### src/rtl/interval_meter.sv
// Start/stop interval meter: counts CLK cycles from a START edge to a STOP edge
// and reports the result with a one-cycle valid strobe, timing out at MAX_COUNT.
module interval_meter #(
    parameter int WIDTH     = 21,
    parameter int MAX_COUNT = 2**21-1
) (
    input  logic             clk_i,
    input  logic             rst_i,
    input  logic             start_i,
    input  logic             stop_i,
    output logic             busy_o,
    output logic             valid_o,
    output logic [WIDTH-1:0] count_out_o,
    output logic             overflow_o
);

    localparam logic [WIDTH-1:0] MAX_C = WIDTH'(MAX_COUNT);

    typedef enum logic [1:0] {
        IDLE    = 2'b00,
        MEASURE = 2'b01
    } state_t;

    state_t           state_q, state_d;
    logic [WIDTH-1:0] cnt_q, cnt_d;
    logic [WIDTH-1:0] count_q, count_d;
    logic             valid_q, valid_d;
    logic             ovf_q, ovf_d;
    logic             busy_q, busy_d;
    logic [WIDTH-1:0] cnt_inc;

    // Counter stays below MAX_COUNT, so the increment never wraps.
    assign cnt_inc = cnt_q + 1'b1;

    always_comb begin
        state_d = state_q;
        cnt_d   = cnt_q;
        count_d = count_q;
        valid_d = 1'b0;
        ovf_d   = 1'b0;
        case (state_q)
            IDLE: begin
                if (start_i) begin
                    state_d = MEASURE;
                    cnt_d   = '0;
                end
            end
            MEASURE: begin
                cnt_d = cnt_inc;
                if (stop_i) begin
                    count_d = cnt_inc;
                    valid_d = 1'b1;
                    state_d = IDLE;
                end else if (cnt_inc == MAX_C) begin
                    count_d = MAX_C;
                    valid_d = 1'b1;
                    ovf_d   = 1'b1;
                    state_d = IDLE;
                end
            end
            default: begin
                state_d = IDLE;
            end
        endcase
        busy_d = (state_d == MEASURE);
    end

    always_ff @(posedge clk_i or posedge rst_i) begin
        if (rst_i) begin
            state_q <= IDLE;
            cnt_q   <= '0;
            count_q <= '0;
            valid_q <= 1'b0;
            ovf_q   <= 1'b0;
            busy_q  <= 1'b0;
        end else begin
            state_q <= state_d;
            cnt_q   <= cnt_d;
            count_q <= count_d;
            valid_q <= valid_d;
            ovf_q   <= ovf_d;
            busy_q  <= busy_d;
        end
    end

    assign busy_o      = busy_q;
    assign valid_o     = valid_q;
    assign count_out_o = count_q;
    assign overflow_o  = ovf_q;

endmodule

### config.mk
export PLATFORM = sky130hd
export DESIGN_NAME = interval_meter
export DESIGN_NICKNAME = d
export VERILOG_FILES = /design/src/rtl/interval_meter.sv
export SDC_FILE = /design/constraint.sdc
export NUM_CORES = 1
export LEC_CHECK = 0
export CELL_PAD_IN_SITES_DETAIL_PLACEMENT = 0
export CELL_PAD_IN_SITES_GLOBAL_PLACEMENT = 2
export CORE_MARGIN = 1
export CORE_UTILIZATION = 37
export DETAILED_ROUTE_END_ITERATION = 12
export PLACE_DENSITY = 0.85
export SLEW_MARGIN = 15
export SYNTH_ARGS = -nofsm -noshare
export SYNTH_HDL_FRONTEND = slang
export SYNTH_SLANG_ARGS = --single-unit
### constraint.sdc
create_clock -name clk_i -period 4.68 [get_ports clk_i]
set_clock_uncertainty 0.1 [all_clocks]
set_input_delay 0.936 -clock clk_i [delete_from_list [all_inputs] [get_ports clk_i]]
set_output_delay 0.936 -clock clk_i [all_outputs]
set_load 0.005 [all_outputs]
==> metrics.txt, run 1 <==
run status finished, final reports clean; CP Max Fanout 20; CTS resizes 0; syn nets 323; VDD IR max 0.000152 V; min-delay src count_out_o[12]; Final ANT Viol Nets 0; Synth Instances 317; effective utilization at floorplan 0.391; CTS tree built; gr usage total 0.194; LEAKAGE 1.29 nW; final core occ 0.450; I/O pin total 28; Nets 331; r2r setup slk 1290 ps; Max stage delay on crit path 720 ps; Async SR Flop Fraction 1.00; dpl cell area 2990 µm²; CP Buf/Inv Count 0; Worst-path clk slew 90 ps; Post-synth EDFFs 0; worst skew pair latency 300 ps; startpoint class of the critical path flop; # port buffers 27; Via density 5.40; DPL Wire Length 4810 µm; Final Cycle Share 0.725; RSZ-0062 raised after global routing no; CP endpoint kind flop; Tmin final 3390 ps; first-pass GRT wire length 11,200 µm; drt total wl 6880 µm; overall power 0.976 mW; slowest cell on the critical path nand4b_2; share of post-route cells with drive strength above 1 0.107; max cap viols 0; initial detailed-routing violation count 141; core area 6940 µm²; num rows 30; Setup violations, final 0; synthesized area 2720 µm²; CP required 4790 ps; Fmax 0.295 GHz; CTS Hold Buffers Added 0; Vias 2,277; FF+latch count, synth 47; ys flop type dfrtp_1; Final Wtd Congestion 0.801; cell family contributing the most delay on the critical path simple AND/OR/NAND/NOR gates; Worst EP arrival 3500 ps; CTS Buffer Depth 2; count of cell types in the netlist 53; CP cell instances ha_1 > nand3_1 > or2_2 > nor4_1 > o21ai_0 > nand4b_2 > o211ai_2; Synth Area per Inst 8.57 µm²; Num CTS Buffers 5; DRC 0; antenna cells 0; non-filler cells, final 422; Slew Limit Fails 0; post-route cell area 3130 µm²; Synth Warn # 0; Wirelength per Cell 16.3 µm; die width 87.7 µm; Worst-Margin Slew 987 ps; H-Tree Depth 2; register area share after synthesis 0.433; Final TNS setup 0 ps; largest net degree at the start of global routing 48; Initial DRT Pass Iterations 4; CP Launch Point cnt_q[0]; Die ar. 7690 µm²; Area Growth Syn to Fin 15.1%; # placed instances 414; PD cells 312 nW/µm²; Final Hold Viols 0; Slew HR 0.341; vias in the first global route 2,110; reg2reg start cnt_q[0]; clk sinks 47; GR Overflow Total 0; initial antenna violation count 0; Hold WC Path Type flop to flop; fillers 698; Post-CTS Setup Inserts 0; Root Driver clkbuf_8; Die Ht 87.7 µm; Crit Path Class flop to flop
==> per-stage QoR <==
stage | hold WS [ps] | setup slack, ps
5_1_grt | 433 | 1000
2_1_floorplan | 374 | 2040
4_1_cts | 399 | 1290
3_5_place_dp | 377 | 1350
6_report | 394 | 1290
3_3_place_gp | 373 | 1390
==> path summary, 6_finish.rpt <==
kind,to,cells past startpoint
worst max register to register,count_out_o[19],7
min in group asynchronous,count_out_o[5],2
worst min-delay path,count_out_o[12],2
worst max-delay path,count_out_o[19],7
max in group asynchronous,cnt_q[14],2
worst min register to register,count_out_o[12],2
==> synth_stat cells, drive strengths merged (3+ instances only) <==
library cell | number | share of area
nand4 | 11 | 0.031
nor4 | 6 | 0.016
nand2 | 43 | 0.064
dfrtp | 47 | 0.43
a21oi | 26 | 0.048
a31oi | 6 | 0.014
nand3 | 11 | 0.020
and2 | 3 | 0.0074
clkbuf | 16 | 0.023
o22ai | 3 | 0.0069
buf | 13 | 0.030
inv | 6 | 0.0083
xnor2 | 14 | 0.045
nor3 | 10 | 0.018
o31ai | 7 | 0.019
nor2 | 30 | 0.041
o21ai | 31 | 0.063
==> where the power goes <==
group / internal (mW) / total [mW] / switching (mW)
Clock: 0.214 / 0.356 / 0.142
Combinational: 0.0810 / 0.151 / 0.0702
Sequential: 0.439 / 0.469 / 0.0296
==> cell families after synthesis <==
family	after synthesis	share of synthesized area
and+or+nand+nor	132	0.255
adders and majority gates	2	0.00921
other	1	0.00138
muxes	2	0.00783
xor gates and xnor gates	16	0.0516
DFF	47	0.433
buffers and inverters	35	0.0608
AOI/OAI and AO/OA	82	0.181
==> tightest hold or removal path, stage by stage, from the launching register on <==
cell and delay, ps:
dfrtp_1 350, a21oi_1 60, nand2_1 50
==> area by class of cell <==
type | instances | area [µm²] | area share
clock buffer | 6 | 72.6 | 0.0232
clock inverter | 2 | 60.1 | 0.0192
inverter | 6 | 22.5 | 0.00721
multi-input combinational | 235 | 1380 | 0.442
sequential | 47 | 1180 | 0.376
tap | 96 | 120 | 0.0384
timing repair buffer | 30 | 293 | 0.0937
==> sequential cells by signal (all words and copies together), names as in the netlist <==
| register | flops |
|---|---|
| valid_o | 1 |
| count_out_o | 21 |
| busy_o | 1 |
| state_q | 2 |
| cnt_q | 21 |
| overflow_o | 1 |
==> layout by cell type (no fill, tap or decap), types with 2 or more instances in the layout <==
master           instances
o21ai_2                  5
a21boi_0                 2
inv_1                    5
xor2_1                   2
a21oi_1                 26
a31oi_1                  6
and2_1                   2
xnor2_1                 14
nor2b_1                  2
nor4_1                   5
o22ai_1                  3
a22o_1                   2
nand4_1                 10
nand2_2                  6
clkdlybuf4s50_1         27
nand2_1                 37
o21ai_0                 26
buf_4                    3
or2_2                    2
nor3_1                  10
dfrtp_1                 47
o31ai_1                  7
ha_1                     2
nand3_1                 11
bufinv_16                2
nor2_1                  30
clkbuf_8                 5
and4b_1                  2
==> metal layers <==
metal,share of wire,track usage,vias up,wire (µm)
met5,0,0,-,0
met4,0.013,0.0462,0,91
met3,0.043,0.0283,8,293
met2,0.47,0.324,43,3240
met1,0.47,0.265,1099,3250
li1,-,-,1127,-
Power figures use the tool's default switching activity.
==> run 2: changes to the inputs <==
- CORE_UTILIZATION: 37 -> 31
- PLACE_DENSITY: 0.85 -> 0.76
- clock period: 4.68 -> 2.9 ns (I/O delays scaled with it)
==> metrics.txt, run 2 (synthesis results as in run 1) <==
run status finished, final reports clean; share of post-route cells with drive strength above 1 0.146 (+0.0388); core area 8340 µm² (+20%); Min-Delay Path Depth 2 (unchanged); initial antenna violation count 0 (unchanged); Via density 5.21 (-3.5%); Vias 2,328 (+2.2%); effective utilization at floorplan 0.326 (-0.0655); # port buffers 27 (unchanged); LEAKAGE 1.36 nW (+4.8%); FF-to-FF End busy_o; CP Launch Point cnt_q[0]; Die Ht 95.6 µm (+9.0%); antenna cells 0 (unchanged); startpoint class of the critical path flop; worst skew pair latency 300 ps (about the same); die width 95.6 µm (+9.0%); DRC 0 (unchanged); Initial DRT Pass Iterations 4 (unchanged); clk sinks 47 (unchanged); Fmax 0.373 GHz (+27%); Final TNS setup 0 ps (unchanged); Slew HR 0.658 (+0.317); final setup margin 222 ps (-1070 ps); Tmin final 2680 ps (-714 ps); largest net degree at the start of global routing 31 (-35%); Die ar. 9140 µm² (+19%); Hold WC Path Type flop to flop; CTS Buffer Depth 2 (unchanged); GR Overflow Total 0 (unchanged); Slew Limit Fails 0 (unchanged); cell depth of the worst flop-to-flop path 8 (+1); post-route cell area 3210 µm² (+2.8%); I/O pin total 28 (unchanged); Post-CTS Setup Inserts 0 (unchanged); Setup violations, final 0 (unchanged); CP Max Fanout 11 (-45%); dpl cell area 3130 µm² (+4.5%); DPL Wire Length 5440 µm (+13%); max cap viols 0 (unchanged); Area Growth Syn to Fin 18.3%; CTS tree built; H-Tree Depth 2 (unchanged); drt total wl 7370 µm (+7.1%); CTS Hold Buffers Added 0 (unchanged); Worst-path clk slew 90 ps (about the same); r2r setup slk 220 ps (-1070 ps); CP required 3000 ps (-1790 ps); gr usage total 0.176 (-0.0180); reg2reg start cnt_q[0]; most common cell after layout, fill and taps aside dfrtp_1; Final ANT Viol Nets 0 (unchanged); first-pass GRT wire length 12,000 µm (+7.6%); Final Hold Viols 0 (unchanged); vias in the first global route 2,224 (+5.4%); most frequent cells in the layout dfrtp_1, nand2_1, nor2_1, clkdlybuf4s50_1; Worst EP arrival 2770 ps (-730 ps); RSZ-0062 raised after global routing no; Final Wtd Congestion 0.785 (-2.0%); initial detailed-routing violation count 77 (-45%); PD cells 442 nW/µm² (+41%); Root Driver clkbuf_8; hold path endpoint count_out_o[7]; Wirelength per Cell 16.5 µm (+1.1%); min-delay src count_out_o[7]; VDD IR max 0.000223 V (+47%); Num CTS Buffers 5 (unchanged); Nets 348 (+5.1%); num rows 33 (+10%); Worst-Margin Slew 509 ps (-478 ps); CP endpoint kind flop; Crit Path Class flop to flop; Final Cycle Share 0.923 (+0.199); CTS resizes 0 (unchanged); worst slack, placed 234 ps (-1110 ps)
==> run 2: cell types whose count changed in the layout (fill, tap and decap cells not counted), sizes merged <==
| cell | previous run | this run |
|---|---|---|
| clkinv | 0 | 1 |
| bufinv | 2 | 0 |
| buf | 3 | 20 |
==> run 2: worst max path at each step <==
stage	cells past startpoint	slack [ps]	end
after floorplan	10	260	count_out_o[19]
after global placement	8	290	count_out_o[19]
after detailed placement	8	230	state_q[0]
after CTS	8	220	busy_o
after global routing	8	10	busy_o
final	8	220	busy_o
==> run 2: power by group <==
part	total, mW	leakage [nW]	switching, mW	internal [mW]
Combinational	0.257	0.674	0.118	0.139
Sequential	0.757	0.635	0.0481	0.709
Clock	0.406	0.0470	0.218	0.188
==> run 2: worst max-delay path: stages, from the launching register on <==
cell and delay (ps):
dfrtp_1 550, ha_1 230, buf_4 150, and3_1 380, xnor2_1 110, nor3_1 240, nor4bb_1 340, nand4_1 210
a22o_1 250
==> run 2: layout make-up <==
type	count	area (µm²)
Fill cell	877	5130
Clock buffer	6	82.6
Clock inverter	1	5.00
Tap cell	105	131
Multi-Input combinational cell	235	1380
Sequential cell	47	1180
Inverter	6	22.5
Timing Repair Buffer	47	420
==> run 2: through the flow <==
stage                     power, mW   util  instances  hold WS (ps)
after floorplan               0.891      -        317           374
after global placement         1.02  0.375        440           375
after detailed placement       1.03  0.375        440           375
after CTS                      1.44  0.385        447           399
after global routing           1.50  0.385        447           424
final                          1.42  0.385        447           396
==> run 2: metal layers <==
layer  part of all wire  GRT usage  vias to the layer above
li1                   -          -                     1162
met1               0.49      0.245                     1127
met2               0.48      0.288                       35
met3              0.028     0.0287                        4
met4             0.0041     0.0299                        0
met5                  0          0                        -
